==> config.mk <==
export PLATFORM = sky130hd
export DESIGN_NAME = toy_commit_ctrl
export DESIGN_NICKNAME = d
export VERILOG_FILES = /design/src/rtl/toy_pack.sv /design/src/rtl/toy_commit_lane_sel.sv /design/src/rtl/toy_commit_ctrl.sv
export SDC_FILE = /design/constraint.sdc
export NUM_CORES = 1
export LEC_CHECK = 0
export ABC_AREA = 1
export CAP_MARGIN = 40
export CORE_AREA = 2 2 259 159
export DETAILED_ROUTE_END_ITERATION = 7
export DIE_AREA = 0 0 261 161
export GPL_TIMING_DRIVEN = 0
export SYNTH_ARGS = -nofsm -noshare
export SYNTH_HDL_FRONTEND = slang
export SYNTH_HIERARCHICAL = 1
export SYNTH_SLANG_ARGS = --single-unit
==> constraint.sdc <==
create_clock -name clk -period 3 [get_ports clk]
set_input_delay 0.3 -clock clk [delete_from_list [all_inputs] [get_ports clk]]
set_output_delay 0.3 -clock clk [all_outputs]
set_load 0.05 [all_outputs]
==> src/rtl/toy_pack.sv <==
// Shared constants and types for the toy_commit_ctrl slice.
// Holds the debug vectors, the xRET type encoding and the front-end lock states.
package toy_pack;

  localparam logic [31:0] DBG_PC_ADDR   = 32'h0000_0800;
  localparam logic [31:0] DBG_LOOP_ADDR = 32'h0000_0808;
  localparam logic [31:0] DBG_EXP_ADDR  = 32'h0000_080C;

  typedef enum logic [1:0] {
    RET_SRET = 2'b00,
    RET_MRET = 2'b01,
    RET_DRET = 2'b10,
    RET_RSVD = 2'b11
  } ret_type_e;

  typedef enum logic [1:0] {
    LOCK_UNLOCKED = 2'b00,
    LOCK_ENTER    = 2'b01,
    LOCK_EXIT     = 2'b10
  } lock_state_e;

endpackage

==> src/rtl/toy_commit_lane_sel.sv <==
// Youngest-lane pick, instruction length and retire popcount for the commit window.
// Honours retire_rvc only when TOY_COMMIT_RVC_EN is defined.
module toy_commit_lane_sel #(
  parameter int RETIRE_PORTS = 4,
  parameter int IDX_W        = (RETIRE_PORTS > 1) ? $clog2(RETIRE_PORTS) : 1,
  parameter int CNT_W        = $clog2(RETIRE_PORTS + 1)
) (
  input  logic [RETIRE_PORTS-1:0] retire_vld,
  input  logic [RETIRE_PORTS-1:0] retire_rvc,
  output logic [IDX_W-1:0]        young_idx,
  output logic [2:0]              young_ilen,
  output logic [CNT_W-1:0]        retire_cnt
);

  // Scan lanes oldest to youngest; the last valid lane wins.
  always_comb begin
    young_idx  = {IDX_W{1'b0}};
    retire_cnt = {CNT_W{1'b0}};
    for (int i = 0; i < RETIRE_PORTS; i++) begin
      if (retire_vld[i]) begin
        young_idx  = IDX_W'(i);
        retire_cnt = retire_cnt + {{(CNT_W-1){1'b0}}, 1'b1};
      end else begin
        retire_cnt = retire_cnt;
      end
    end
  end

`ifdef TOY_COMMIT_RVC_EN
  assign young_ilen = retire_rvc[young_idx] ? 3'd2 : 3'd4;
`else
  logic unused_rvc_s;
  assign unused_rvc_s = ^retire_rvc;
  assign young_ilen   = 3'd4;
`endif

endmodule

==> src/rtl/toy_commit_ctrl.sv <==
// Commit/redirect controller: architectural PC, redirect arbitration, lock FSM, instret.
// Build macro TOY_COMMIT_RVC_EN enables 16-bit PC advance; TOY_SIM enables input checks.
module toy_commit_ctrl
  import toy_pack::*;
#(
  parameter int                    RETIRE_PORTS = 4,
  parameter int                    ADDR_WIDTH   = 32,
  parameter logic [ADDR_WIDTH-1:0] RESET_PC     = '0
) (
  input  logic                                   clk,
  input  logic                                   rst_n,
  input  logic [RETIRE_PORTS-1:0]                retire_vld,
  input  logic [RETIRE_PORTS-1:0][ADDR_WIDTH-1:0] retire_pc,
  input  logic [RETIRE_PORTS-1:0]                retire_rvc,
  input  logic [RETIRE_PORTS-1:0]                retire_jb,
  input  logic                                   jb_pc_release_en,
  input  logic                                   jb_pc_update_en,
  input  logic [ADDR_WIDTH-1:0]                  jb_pc_val,
  input  logic                                   trap_vld,
  input  logic                                   debug_vld,
  input  logic                                   trap_rdy,
  input  logic                                   indebug_break_en,
  input  logic                                   indebug_exception,
  input  logic                                   debug_step_en,
  input  logic [ADDR_WIDTH-1:0]                  csr_mtvec,
  input  logic [ADDR_WIDTH-1:0]                  csr_mepc,
  input  logic [ADDR_WIDTH-1:0]                  csr_sepc,
  input  logic [ADDR_WIDTH-1:0]                  csr_dpc,
  input  logic                                   spu_return_en,
  input  logic [1:0]                             spu_return_type,
  input  logic                                   instret_inhibit,
  output logic [ADDR_WIDTH-1:0]                  real_pc,
  output logic                                   pc_release_en,
  output logic                                   pc_update_en,
  output logic [ADDR_WIDTH-1:0]                  pc_val,
  output logic                                   pc_lock,
  output logic                                   mret_en,
  output logic                                   sret_en,
  output logic                                   dret_en,
  output logic [63:0]                            instret_cnt
);

  localparam int IDX_W = (RETIRE_PORTS > 1) ? $clog2(RETIRE_PORTS) : 1;
  localparam int CNT_W = $clog2(RETIRE_PORTS + 1);

  logic [IDX_W-1:0]      young_idx_s;
  logic [2:0]            young_ilen_s;
  logic [CNT_W-1:0]      retire_cnt_s;
  logic                  commit_en_s, jb_ret_s, trap_hs_s, debug_hs_s, ret_pulse_s;
  logic [ADDR_WIDTH-1:0] next_pc_s, trap_tgt_s, ret_tgt_s, cur_pc_nxt_s;
  logic                  rd_rel_s, rd_upd_s;
  logic [ADDR_WIDTH-1:0] rd_val_s;
  lock_state_e           lock_nxt_s;

  logic [ADDR_WIDTH-1:0] current_pc_r, pc_val_r;
  logic                  pc_release_en_r, pc_update_en_r, pc_lock_r;
  lock_state_e           lock_state_r;
  logic [63:0]           instret_cnt_r;

  toy_commit_lane_sel #(
    .RETIRE_PORTS (RETIRE_PORTS),
    .IDX_W        (IDX_W),
    .CNT_W        (CNT_W)
  ) u_lane_sel (
    .retire_vld (retire_vld),
    .retire_rvc (retire_rvc),
    .young_idx  (young_idx_s),
    .young_ilen (young_ilen_s),
    .retire_cnt (retire_cnt_s)
  );

  assign commit_en_s = |retire_vld;
  assign jb_ret_s    = commit_en_s & retire_jb[young_idx_s];
  assign trap_hs_s   = trap_vld & trap_rdy;
  assign debug_hs_s  = debug_vld & trap_rdy;
  assign next_pc_s   = (jb_ret_s & jb_pc_update_en) ? jb_pc_val
                     : retire_pc[young_idx_s] + {{(ADDR_WIDTH-3){1'b0}}, young_ilen_s};
  assign trap_tgt_s  = indebug_break_en  ? ADDR_WIDTH'(DBG_LOOP_ADDR)
                     : indebug_exception ? ADDR_WIDTH'(DBG_EXP_ADDR) : csr_mtvec;

  assign sret_en     = spu_return_en & (spu_return_type == RET_SRET);
  assign mret_en     = spu_return_en & (spu_return_type == RET_MRET);
  assign dret_en     = spu_return_en & (spu_return_type == RET_DRET);
  assign ret_pulse_s = sret_en | mret_en | dret_en;

  // xRET return address; the reserved encoding falls back to mepc.
  always_comb begin
    case (ret_type_e'(spu_return_type))
      RET_SRET: ret_tgt_s = csr_sepc;
      RET_DRET: ret_tgt_s = csr_dpc;
      RET_MRET: ret_tgt_s = csr_mepc;
      default:  ret_tgt_s = csr_mepc;
    endcase
  end

  // Architectural PC update; a same-cycle commit overrides any trap/debug target.
  always_comb begin
    if (commit_en_s)        cur_pc_nxt_s = next_pc_s;
    else if (trap_hs_s)     cur_pc_nxt_s = trap_tgt_s;
    else if (debug_hs_s)    cur_pc_nxt_s = ADDR_WIDTH'(DBG_PC_ADDR);
    else if (spu_return_en) cur_pc_nxt_s = ret_tgt_s;
    else                    cur_pc_nxt_s = current_pc_r;
  end

  assign real_pc = (commit_en_s & (trap_hs_s | debug_hs_s)) ? next_pc_s : current_pc_r;

  // Redirect arbitration; a trap during single-step moves the PC without redirecting.
  always_comb begin
    rd_rel_s = 1'b1;
    rd_upd_s = 1'b1;
    rd_val_s = {ADDR_WIDTH{1'b0}};
    if (jb_ret_s) begin
      rd_rel_s = jb_pc_release_en;
      rd_upd_s = jb_pc_update_en;
      rd_val_s = jb_pc_val;
    end else if (debug_hs_s) begin
      rd_val_s = ADDR_WIDTH'(DBG_PC_ADDR);
    end else if (trap_hs_s & ~debug_step_en) begin
      rd_val_s = trap_tgt_s;
    end else if (mret_en) begin
      rd_val_s = csr_mepc;
    end else if (sret_en) begin
      rd_val_s = csr_sepc;
    end else if (dret_en) begin
      rd_val_s = csr_dpc;
    end else begin
      rd_rel_s = 1'b0;
      rd_upd_s = 1'b0;
    end
  end

  // Lock FSM next state; an issued release always wins.
  always_comb begin
    lock_nxt_s = lock_state_r;
    if (pc_release_en_r) begin
      lock_nxt_s = LOCK_UNLOCKED;
    end else begin
      case (lock_state_r)
        LOCK_UNLOCKED: begin
          if (trap_hs_s | debug_hs_s) lock_nxt_s = LOCK_ENTER;
          else if (ret_pulse_s)       lock_nxt_s = LOCK_EXIT;
          else                        lock_nxt_s = LOCK_UNLOCKED;
        end
        LOCK_ENTER: lock_nxt_s = LOCK_ENTER;
        LOCK_EXIT:  lock_nxt_s = LOCK_EXIT;
        default:    lock_nxt_s = LOCK_UNLOCKED;
      endcase
    end
  end

  // State registers.
  always_ff @(posedge clk or negedge rst_n) begin
    if (!rst_n) begin
      current_pc_r    <= RESET_PC;
      pc_release_en_r <= 1'b0;
      pc_update_en_r  <= 1'b0;
      pc_val_r        <= {ADDR_WIDTH{1'b0}};
      lock_state_r    <= LOCK_UNLOCKED;
      pc_lock_r       <= 1'b0;
      instret_cnt_r   <= 64'd0;
    end else begin
      current_pc_r    <= cur_pc_nxt_s;
      pc_release_en_r <= rd_rel_s;
      pc_update_en_r  <= rd_upd_s;
      pc_val_r        <= rd_val_s;
      lock_state_r    <= lock_nxt_s;
      pc_lock_r       <= (lock_nxt_s != LOCK_UNLOCKED);
      if (instret_inhibit) instret_cnt_r <= instret_cnt_r;
      else                 instret_cnt_r <= instret_cnt_r + {{(64-CNT_W){1'b0}}, retire_cnt_s};
    end
  end

  assign pc_release_en = pc_release_en_r;
  assign pc_update_en  = pc_update_en_r;
  assign pc_val        = pc_val_r;
  assign pc_lock       = pc_lock_r;
  assign instret_cnt   = instret_cnt_r;

`ifdef TOY_SIM
  toy_commit_chk #(.RETIRE_PORTS(RETIRE_PORTS)) u_chk (
    .clk        (clk),
    .rst_n      (rst_n),
    .retire_vld (retire_vld),
    .retire_jb  (retire_jb)
  );
`endif

endmodule

`ifdef TOY_SIM
// Input-protocol checks: contiguous valid lanes, jump/branch only on the youngest lane.
module toy_commit_chk #(
  parameter int RETIRE_PORTS = 4
) (
  input logic                    clk,
  input logic                    rst_n,
  input logic [RETIRE_PORTS-1:0] retire_vld,
  input logic [RETIRE_PORTS-1:0] retire_jb
);
  logic [RETIRE_PORTS:0] vld_ext_s;
  assign vld_ext_s = {1'b0, retire_vld};

  a_vld_contig: assert property (@(posedge clk) disable iff (!rst_n)
    ((vld_ext_s + {{RETIRE_PORTS{1'b0}}, 1'b1}) & vld_ext_s) == '0);
  a_jb_young: assert property (@(posedge clk) disable iff (!rst_n)
    (retire_jb == '0) || (retire_jb == (retire_vld ^ (retire_vld >> 1))));
endmodule
`endif

; ---- After elaboration in Yosys (flattened, before gate mapping)
; Cells that the tools add are included.
[totals]
ff_bits = 133
elab_cells = 72
output_inout_bits = 134
input_bits = 314
[classes]
add_sub_neg = 5
n_mux = 37
eq_ne = 4
order_cmp = 1
bitwise_logic = 13
reduce_logical = 5
[op_table]
columns = operator, count
row1 = 32-bit two-way mux, 15
row2 = 64-bit by 3-bit adder with 64-bit output, 1
row3 = 32-bit binary-select mux with 2-bit select, 1
row4 = 32-bit case mux with 2 select lines, 1
row5 = "32-bit by 3-bit adder with 32-bit output, second input constant", 1
row6 = 1-bit two-way mux, 10
row7 = 2-bit two-way mux, 5
row8 = 1-bit bitwise AND, 9
row9 = 3-bit two-way mux, 3
row10 = "3-bit by 1-bit adder with 3-bit output, second input constant", 2
row11 = 2-bit case mux with 3 select lines, 1
row12 = "2-bit by 1-bit == test with 1-bit output, second input constant", 2
row13 = "2-bit == test, second input constant", 2
row14 = 2-bit logical NOT, 2
row15 = 4-bit nonzero test, 1
row16 = 4-bit OR reduction, 1
row17 = "2-bit by 3-bit < comparator with 1-bit output, second input constant", 1
row18 = 1-bit bitwise OR, 3
row19 = "1-bit by 1-bit adder with 2-bit output, second input constant", 1
row20 = 1-bit binary-select mux with 2-bit select, 1
row21 = 2-bit nonzero test, 1
row22 = 1-bit NOT, 1

; ---- Logic depth before layout (Yosys ltp)
; Gate-level depths: netlist of the first run.
[logic_depth]
ltp_word = 9
mapped_depth = 24
ltp_nobuf = 24

; ---- Modules after synthesis
; The synthesis of the first run kept the hierarchy.
[modules_own_cells]
columns = mod, seq_area_each_um2, cells_per_inst, instances, area_each_um2
row1 = toy_commit_ctrl, 3328.2, 1852, 1, 11547.3
row2 = toy_commit_lane_sel, 0.0, 34, 1, 183.9

; ---- Worst setup path after synthesis of the first run
; OpenSTA, ideal clock, no wires.
[synth_timing]
path_kind = input-to-output
from = in retire_vld[1]
to = out real_pc[13]
setup_slack_ns = -0.397
required_time_ns = 2.700
arrival_time_ns = 3.097
path_stages = 18
path_buffers = 2
path_cell_list = inv_1 -> o21ai_0 -> buf_2 -> buf_2 -> o21ai_0 -> o22ai_1 -> ha_1 -> inv_1 -> nand3_1 -> inv_1 -> nor2_1 -> nand2_1 -> nor2_1 -> nand2_1 -> nand2_1 -> nand2_1 -> o21a_1 -> o21ai_1
[synth_between]
elab_chain_cells = 9
elab_cells_between_ends = 14
cone_classes = add/sub: 1 / mux: 9 / bitwise: 3 / reduce/logical: 1
[synth_rtl]
columns = item, line
row1 = from (decl), toy_commit_ctrl.sv:12  ; input logic [RETIRE_PORTS-1:0] retire_vld,
row2 = 1-bit two-way mux *, toy_commit_lane_sel.sv:20  ; if (retire_vld[i]) begin
row3 = 2-bit two-way mux * (2 in series), toy_commit_lane_sel.sv:20
row4 = via young_idx_s[0], toy_commit_ctrl.sv:46  ; logic [IDX_W-1:0] young_idx_s;
row5 = "parallel branches: the longest is 4 deep, another holds 32-bit by 3-bit adder with 32-bit output", --
row6 = 32-bit two-way mux *, toy_commit_ctrl.sv:76  ; assign next_pc_s = (jb_ret_s & jb_pc_update_en) ? jb_pc_val
row7 = 32-bit two-way mux *, toy_commit_ctrl.sv:105  ; assign real_pc = (commit_en_s & (trap_hs_s | debug_hs_s)) ? next_pc_s : current_pc_r;
row8 = to (decl), toy_commit_ctrl.sv:32  ; output logic [ADDR_WIDTH-1:0] real_pc,
; Mark *: on every way through the listed nets, which the timed path passes. The select of a mux whose other input is x is not followed.

; ---- Worst setup path in the final report of the first run
[layout_timing]
from = in retire_vld[2]
to = out real_pc[24]
[layout_between]
elab_chain_cells = 8
elab_cells_between_ends = 13
cone_classes = add/sub: 1 / mux: 8 / bitwise: 3 / reduce/logical: 1
[layout_rtl]
columns = item, line
row1 = 2-bit two-way mux * (2 in series), toy_commit_lane_sel.sv:20
row2 = via young_idx_s[0], toy_commit_ctrl.sv:46
row3 = "parallel branches: the longest is 4 deep, another holds 32-bit by 3-bit adder with 32-bit output", --
row4 = 32-bit two-way mux *, toy_commit_ctrl.sv:76
row5 = 32-bit two-way mux *, toy_commit_ctrl.sv:105
; Marked as above.

==> metrics, run 1 <==
outcome=finished with violations; failing checks=negative setup slack; crit-path cells=buf_12 > o21ai_4 > buf_6 > buf_4 > buf_6 > buf_6 > nand2_1 > nand3_1 > nand2_2 > nor2_4 > nand2_2 > nor3_4 > nand2_2 > o21bai_1 > nand3_1 > nand2_1 > nand2_1 > nand2_2 > buf_8; DP HPWL=56540 um; routed wire length=69510 um; slowest stage cell, crit path=nor3_4; Worst Path Max Fanout=5; area growth from synthesis to final layout=66.69%; Avg Vias per Cell=5.384; Cells after Synth=1886; DRT Pass-1 Iters=8; syn_area_per_cell=6.220 um^2; # IOs=448; CTS tree=built; final setup fails=24; Max Cap Violations=0; Skew-Pair Late Insertion Delay=0.44 ns; EDFF count, synth=0; pre-CTS setup slack=-2.549 ns; core area=39800 um^2; Fillers=3974; PD cells=424.7 nW/um^2; antenna-violating nets left=0; final worst setup slack=-0.2170 ns; Synth Flop Type=dfrtp_1; Final Hold Vio Count=0; RSZ-0062 raised after global routing=true; Max Clock Skew=0.01188 ns; detailed-route DRC error count=0; Tcrit/Tclk final=1.072; RePlAce Congestion=0.9774; Initial Util=0.2948; 1st-iter DRT viols=1943; CTS Buffer Depth=2; Synth cell types=53; initial antenna violation count=20; Worst setup SP type=input pin; Worst-path clk slew=0.07 ns; Final TNS setup=-2.158 ns; WP data arrival=2.92 ns; CP max stage delay=0.35 ns; Yosys warning count=6; most used cell, CP=nand2_2; kind of end point of the critical path=primary output; Leak=8.989 nW; wire length per cell=23.02 um; CTS Buf Count=17; cell row count=57; R2R depth=16; slew at the pin closest to its max-slew limit=0.9100 ns; Final Util=0.4914; Post-synth ARST share=1.000; GR Overflow Total=0; Max-slew headroom=0.3878; worst hold path type=in -> async; layout cells sized above 1=0.1843; number of synthesized register bits=133; VDD IR max=0.3216 mV; htree depth=4; chip height=161 um; Worst EP required=2.70 ns; f_max=310.8 MHz; DR vias=16250; port buffer count=442; Die Wd=261 um; Slew Limit Fails=0; first-pass GRT wire length=99540 um; min cycle time layout=3.217 ns; Die Area=42020 um^2; CP Class=in -> out; Seq/Total Area, Yosys=0.2837; Post-Syn Area=11730 um^2; CTS Sinks=133; Root Buffer=clkbuf_16; largest net degree at the start of global routing=69; total track usage=0.3237; Final nets=2787; vias in the first global route=15200
final timing paths:
| kind | startpoint | to | slack (ns) |
|---|---|---|---|
| worst max-delay path | retire_vld[2] | real_pc[24] | -0.22 |
| worst min-delay path | rst_n | instret_cnt[55] | 0.44 |
| worst max register to register | instret_cnt[0] | instret_cnt[40] | 0.36 |
| worst min register to register | lock_state_r[0] | lock_state_r[1] | 0.44 |
| max in group asynchronous | rst_n | pc_val[1] | 1.72 |
| min in group clk | lock_state_r[0] | lock_state_r[1] | 0.44 |
report_power, final:
group | internal, W | leakage [nW] | switching [W] | total (W)
Combinational | 0.00145 | 7.00 | 0.00232 | 0.00377
Clock | 0.00152 | 0.314 | 0.000900 | 0.00242
Sequential | 0.00198 | 1.68 | 0.000134 | 0.00211
layout make-up:
class                   instances  area [um^2]  area share
plain buffers                  96        585.6     0.02994
multi-input cells            1461         8078      0.4131
inverters                     196        770.7     0.03941
flip-flops and latches        133         3328      0.1702
clock inverters                11        196.4     0.01005
repair buffers                557         5440      0.2782
clock buffers                  20        456.7     0.02335
well taps                     531        664.4     0.03398
diodes                         14        35.03    0.001792
state kept, by name, indices dropped and copies added, names as in the netlist:
| signal | cells |
|---|---|
| pc_release_en | 1 |
| pc_val | 32 |
| pc_lock | 1 |
| lock_state_r | 2 |
| current_pc_r | 32 |
| instret_cnt | 64 |
| pc_update_en | 1 |
cells by family (layout without fill, tap and decap cells):
logic type      after synthesis  count (layout)  share of synthesized area
compound gates              276             276                     0.1357
xor+xnor                     66              66                    0.04927
fa+ha+maj                    11              11                    0.01301
buf+inv                     293             880                     0.1033
flops                       133             133                     0.2837
other cells                   2              17                  0.0006402
simple gates               1105            1105                     0.4144
cells in the mapped netlist (all sizes together), types with 12 or more instances:
cell	instances	share of area
nor4	12	0.0075
nand3	172	0.075
dfrtp	133	0.28
nor2	151	0.055
nand4	36	0.019
clkbuf	51	0.016
buf	46	0.024
a21oi	41	0.018
o21ai	112	0.048
nand2	650	0.21
nor3	69	0.036
o22ai	49	0.026
a31oi	50	0.027
xor2	48	0.036
xnor2	18	0.013
inv	191	0.061
cells in the final DEF (no fill, tap or decap), drive strengths merged, types with 7 or more instances in the layout:
cell type,synthesis,routed
dfrtp,133,133
a31oi,50,50
clkinv,5,7
inv,191,193
clkdlybuf4s50,0,404
xnor2,18,18
a21oi,41,41
or2,7,7
clkbuf,51,73
ha,9,9
buf,46,194
nand2,650,650
nand4,36,36
nor3,69,69
diode,0,14
o22ai,49,49
nand3,172,172
o21ai,112,112
nor4,12,12
nor2,151,151
xor2,48,48
critical path: cells and delay by family:
kind / cells / cell delay (ns)
compound gates: 2 / 0.44
buf+inv: 6 / 0.74
simple gates: 11 / 1.42
metal layers:
| layer | wire length (um) | global-route usage | vias up |
|---|---|---|---|
| met5 | 60 | 0 | - |
| met4 | 1648 | 0.08574 | 10 |
| met3 | 7273 | 0.07141 | 90 |
| met2 | 28160 | 0.4478 | 921 |
| met1 | 32370 | 0.4980 | 7861 |
| li1 | - | - | 7372 |
timing repair:
item,4_1_cts,5_1_grt
hold endpoints to repair,67,0
gates resized for setup,404,147
hold buffers,1,0
gates cloned,1,0
pin swaps,55,97
setup endpoints to repair,141,68
setup buffers,84,33
stage by stage:
| step | hold slack, ns | total power [W] | std cells | area, um^2 |
|---|---|---|---|---|
| finish | 0.4374 | 0.008305 | 3019 | 19560 |
| global route | 0.4718 | 0.008641 | 3019 | 19560 |
| CTS | 0.3997 | 0.008053 | 2979 | 18830 |
| detailed placement | 0.3601 | 0.005341 | 2862 | 16940 |
| global placement | 0.4305 | 0.005318 | 2860 | 16900 |
| floorplan | 0.004409 | 0.003905 | 1887 | 11810 |
(Power assumes the default switching activity.)
==> inputs of run 2 (changes only) <==
- ABC_AREA: 1 -> not set
- CORE_AREA: 2 2 259 159 -> 2 2 240 148
- DIE_AREA: 0 0 261 161 -> 0 0 242 150
==> run 2 against run 1 <==
Net effect: the run still ends with negative setup slack left; core utilization increased by 2.2 points; fmax down 3.7%; clock power decreased by 8.7%; wire length shrank 19%; design area is 10% lower; sequential share of layout area rose by 1.9 points; global-route usage down 2.0 points; final cell count down 27%; register-to-register slack lost 0.13 ns; flip-flop and latch count is the same; critical path type unchanged; highest routed layer is now met4.
==> metrics, run 2 <==
post-synth top area share=0.3296; final worst setup slack=-0.3413 ns; Die Wd=242 um; Worst-path clk slew=0.06 ns; number of synthesized register bits=133; Max-slew headroom=0.4542; Root Buffer=clkbuf_16; failing checks=negative setup slack; Die Area=36300 um^2; core area=34220 um^2; largest net degree at the start of global routing=86; RePlAce Congestion=1.016; Final Hold Vio Count=0; Clock power frac=0.289; Max Clock Skew=0.008639 ns; commonest non-fill, non-tap cell in the layout=clkdlybuf4s50_1; Leak=7.147 nW; Post-synth ARST share=1.000; CP Class=in -> out; Initial Util=0.2951; detailed-route DRC error count=0; Internal=0.004600 W; DP HPWL=45460 um; Cells after Synth=1190; Final nets=2058; # IOs=448; chip height=150 um; VDD IR max=0.4312 mV; Comb pwr share=0.438; Post-synth top cells=nand2_1 (163), o21ai_0 (161), dfrtp_1 (133); CTS Sinks=133; met1 usage=0.4316; WHS=0.2439 ns; RSZ-0062 raised after global routing=true; worst hold path type=in -> reg; cell row count=53; Placed Cells=2106; DRT Pass-1 Iters=5; outcome=finished with violations; EDFF count, synth=0; htree depth=4; Max Cap Violations=0; kind of end point of the critical path=primary output; sequential share of power=0.274; met3 usage=0.07102; initial antenna violation count=2; Worst setup SP type=input pin; Skew-Pair Late Insertion Delay=0.44 ns; Avg Vias per Cell=5.491; first-pass GRT wire length=80300 um; routed wire length=56100 um; antenna-violating nets left=0; Sw Pwr=0.003045 W; slew at the pin closest to its max-slew limit=0.8187 ns; Worst EP required=2.70 ns; largest area contributor in the netlist=dfrtp_1; vias in the first global route=12070; most frequent cell after synthesis=nand2_1; ranking of synthesized cells by area=dfrtp_1 (33%), o21ai_0 (8.0%), mux4_2 (6.7%), nand2_1 (6.1%), mux2i_1 (4.4%); Slew Limit Fails=0; Tcrit/Tclk final=1.114; Seq/Total Area, Yosys=0.3296; Synth Flop Type=dfrtp_1; DR vias=12170; Yosys warning count=6; CTS tree=built; 1st-iter DRT viols=1145; final setup fails=29; commonest cells after routing, fill and taps aside=clkdlybuf4s50_1 (403), nand2_1 (157), o21ai_0 (138); max FFs per register=64; CTS Buf Count=17; f_max=299.3 MHz; PD cells=435.0 nW/um^2; Worst Path Max Fanout=10; met2 Usage GRT=0.4560; Sw Share=0.3983; WP data arrival=3.04 ns; total track usage=0.3035; port buffer count=441; wire length per cell=25.31 um; min cycle time layout=3.341 ns; layout cells sized above 1=0.2016; Synth cell types=69; Post-Syn Area=10100 um^2; GR Overflow Total=0; CTS Buffer Depth=2; GRT Max-Usage Layer=met2; area growth from synthesis to final layout=74.04%; syn_area_per_cell=8.486 um^2; final non-filler cell total=2216
==> run 2: changes by cell type in the layout (fill, tap and decap cells not counted), moves of 27 or more <==
cell,before,now
nand2_2,49,5
mux4_2,0,33
nand3_1,150,42
a22oi_1,0,30
nand2_1,576,157
mux2i_1,0,40
buf_4,101,67
o22ai_1,45,11
o21ai_0,62,138
nor2_1,107,69
a31oi_1,50,1
inv_1,169,15
nor3_1,54,27
==> run 2: final timing paths <==
path	start	to	slack, ns	cells past startpoint
max	retire_vld[3]	real_pc[16]	-0.34	15
min	instret_inhibit	instret_cnt[2]	0.24	3
max reg2reg	instret_cnt[19]	instret_cnt[59]	0.23	7
min reg2reg	lock_state_r[0]	lock_state_r[1]	0.47	1
max in group asynchronous	rst_n	instret_cnt[63]	1.76	3
min in group asynchronous	rst_n	pc_val[18]	0.38	2
==> run 2: critical path, cell delays in order <==
cell     delay [ns]
buf_8          0.10
or2_4          0.29
buf_12         0.15
buf_8          0.15
mux4_2         0.25
ha_4           0.13
a21o_1         0.12
nand4_1        0.13
buf_6          0.16
nor4_4         0.37
buf_6          0.18
xor2_4         0.25
mux2i_4        0.12
o21ai_4        0.14
buf_8          0.16
==> run 2: cells by family (layout without fill, tap and decap cells) <==
logic type | Yosys count | count (layout) | synth area share
buffers and inverters | 100 | 655 | 0.04498
AO/OA/AOI/OAI | 321 | 321 | 0.1881
flip-flops | 133 | 133 | 0.3296
other | 2 | 6 | 0.0007437
XOR/XNOR | 84 | 84 | 0.07285
adder cells (fa/ha/maj) | 11 | 11 | 0.01512
multiplexers | 78 | 78 | 0.1194
AND/OR/NAND/NOR | 461 | 461 | 0.2292
==> run 2: final cells by class <==
| cell class | count | area, um^2 |
|---|---|---|
| Inverter | 19 | 77.57 |
| Multi-Input combinational cell | 958 | 7257 |
| Tap cell | 467 | 584.3 |
| Fill cell | 3278 | 16640 |
| Clock buffer | 19 | 442.9 |
| Antenna cell | 3 | 7.507 |
| Buffer | 75 | 473.0 |
| Sequential cell | 133 | 3328 |
| Clock inverter | 13 | 146.4 |
| Timing Repair Buffer | 529 | 5259 |
==> run 2: what timing repair did <==
action / in CTS / in global routing
gates resized for setup: 362 / 78
endpoints found under the hold margin: 48 / 0
hold buffers: 1 / 0
endpoints found under the setup margin: 134 / 62
pin swaps: 40 / 56
setup buffers: 52 / 32
==> run 2: power by group through the flow <==
stage | clock, W | sequential, W | combinational (W)
after detailed placement | 0 | 0.00212 | 0.00300
after floorplan | 0 | 0.00246 | 0.00131
after global routing | 0.00231 | 0.00212 | 0.00351
after CTS | 0.00222 | 0.00209 | 0.00320
after global placement | 0 | 0.00211 | 0.00297
final | 0.00221 | 0.00209 | 0.00335
==> run 2: metrics by stage <==
step,cell area (um^2),setup TNS (ns),power [W],setup slack [ns],utilization
final,17580,-5.300,0.007646,-0.3413,0.5136
after global routing,17570,-7.505,0.007931,-0.3975,0.5136
after CTS,17030,-4.404,0.007505,-0.3256,0.4977
after detailed placement,15530,-139.44,0.005119,-2.118,0.4538
after global placement,15430,-728.15,0.005084,-4.415,0.4510
after floorplan,10440,-1.050,0.003769,-0.1654,-
==> run 2: routing by layer <==
layer	part of all wire	up-vias
li1	-	5425
met1	0.45	6075
met2	0.44	597
met3	0.088	72
met4	0.026	0
met5	0	-
==> inputs of run 3 (changes only) <==
- PLACE_DENSITY: not set -> 0.59
- SLEW_MARGIN: not set -> 0
- TNS_END_PERCENT: not set -> 30
==> run 3 against run 2 <==
Net effect: the run still ends with negative setup slack left; via count increased by 1.2%; combinational power increased by 2%; fmax decreased by 2.1%; critical endpoint is now real_pc[30]; flip-flop and latch count unchanged; wire length decreased by 1.6%; sequential power about the same.
==> metrics, run 3 (synthesized netlist as in run 2, its figures left out) <==
Max Cap Violations=0; # IOs=448; Worst Path Max Fanout=4; Worst EP required=2.70 ns; Die Wd=242 um; WHS=0.2843 ns; CTS Sinks=133; final worst setup slack=-0.4137 ns; largest net degree at the start of global routing=68; R2R depth=7; initial antenna violation count=3; RePlAce Congestion=0.9921; chip height=150 um; Final Util=0.5157; Slew Limit Fails=0; Die Area=36300 um^2; f_max=292.9 MHz; antenna-violating nets left=0; GR Overflow Total=0; first-pass GRT wire length=79030 um; CTS Buf Count=17; core area=34220 um^2; Worst setup SP type=input pin; WP data arrival=3.11 ns; commonest non-fill, non-tap cell in the layout=clkdlybuf4s50_1; 1st-iter DRT viols=1291; Fillers=3240; CP Class=in -> out; worst hold path type=in -> reg; port buffer count=441; slew at the pin closest to its max-slew limit=0.9677 ns; Initial Util=0.2951; vias in the first global route=11920; area of the multi-input gates=7194 um^2; detailed-route DRC error count=0; RSZ-0062 raised after global routing=true; max FFs per register=64; Leak=7.187 nW; DRT Pass-1 Iters=5; kind of end point of the critical path=primary output; Worst-path clk slew=0.06 ns; final setup fails=35; wire length per cell=24.83 um; htree depth=4; area growth from synthesis to final layout=74.72%; met2 Usage GRT=0.4226; CTS Buffer Depth=2; WHS Path Cells=3; VDD IR max=0.4336 mV; PD cells=428.0 nW/um^2; Max Clock Skew=0.007669 ns; Root Buffer=clkbuf_16; CTS tree=built; total track usage=0.2988; commonest cells after routing, fill and taps aside=clkdlybuf4s50_1 (404), nand2_1 (156), o21ai_0 (139); DR vias=12320; layout cells sized above 1=0.2085; failing checks=negative setup slack; DP HPWL=44220 um; Skew-Pair Late Insertion Delay=0.45 ns; cell row count=53; outcome=finished with violations; Avg Vias per Cell=5.538; Max-slew headroom=0.3489; met1 usage=0.4353; storage element area=3328 um^2; routed wire length=55220 um; Final Hold Vio Count=0; min cycle time layout=3.414 ns; met3 usage=0.08716; Final nets=2067; GRT Max-Usage Layer=met1; Tcrit/Tclk final=1.138
[run 3: cell count changes in the layout (fill, tap and decap cells not counted), sizes merged]
cell           delta
buf              +10
bufinv            -1
clkbuf            -3
clkdlybuf4s15     +1
clkdlybuf4s50     +1
clkinvlp          +4
diode             -1
dlygate4sd2       -1
inv               -2
[run 3: layer usage]
layer / vias up / wire length, um
met5: - / 0
met4: 0 / 1446
met3: 73 / 5491
met2: 660 / 22900
met1: 6134 / 25380
li1: 5450 / -
[run 3: per-stage QoR]
step                      setup WS (ns)  setup TNS (ns)  cells  power [W]  area, um^2
after global placement           -4.230         -702.11   2099   0.005045       15340
after global routing            -0.4725          -9.637   2224   0.007825       17640
after detailed placement         -2.122         -147.32   2105   0.005084       15410
after CTS                       -0.4103          -6.900   2206   0.007427       17240
after floorplan                 -0.2846          -4.325   1191   0.003727       10340
final                           -0.4137          -6.982   2224   0.007551       17640
[run 3: repair_timing]
| item | in CTS | in global routing |
|---|---|---|
| gates resized for setup | 402 | 70 |
| pin swaps | 57 | 37 |
| hold buffers | 1 | 0 |
| hold endpoints to repair | 66 | 0 |
| buffers inserted | 72 | 19 |
| cloned | 1 | 0 |
| setup endpoints to repair | 129 | 68 |
[run 3: report_power, final]
group | total, W | internal [W] | switching, W
logic | 0.00341 | 0.00140 | 0.00201
clock network | 0.00205 | 0.00114 | 0.000904
registers | 0.00210 | 0.00197 | 0.000129
[run 3: final cells by class]
class	count	share of cell area
antenna	2	0.0002836
buffer	76	0.02872
clock buffer	18	0.02432
clock inverter	14	0.007304
inverter	19	0.004397
multi-input combinational	958	0.4077
sequential	133	0.1886
tap	467	0.03312
timing repair buffer	537	0.3055
[run 3: worst max-delay path, cell delays in order]
cell and delay, ns:
buf_8 0.10, o21bai_4 0.20, buf_12 0.15, buf_12 0.12, mux4_2 0.39, ha_4 0.15, a21o_1 0.16, nand4_1 0.14
buf_6 0.17, buf_6 0.12, or2_4 0.28, nor4_4 0.25, mux2i_1 0.27, nand3_2 0.12, buf_8 0.17
[run 3: final timing paths]
path | from | to | slack, ns
max | retire_vld[3] | real_pc[30] | -0.41
min | instret_inhibit | instret_cnt[2] | 0.28
max reg2reg | instret_cnt[19] | instret_cnt[55] | 0.25
min reg2reg | lock_state_r[0] | lock_state_r[1] | 0.46
max in group asynchronous | rst_n | instret_cnt[54] | 1.74
min in group asynchronous | rst_n | pc_val[3] | 0.43
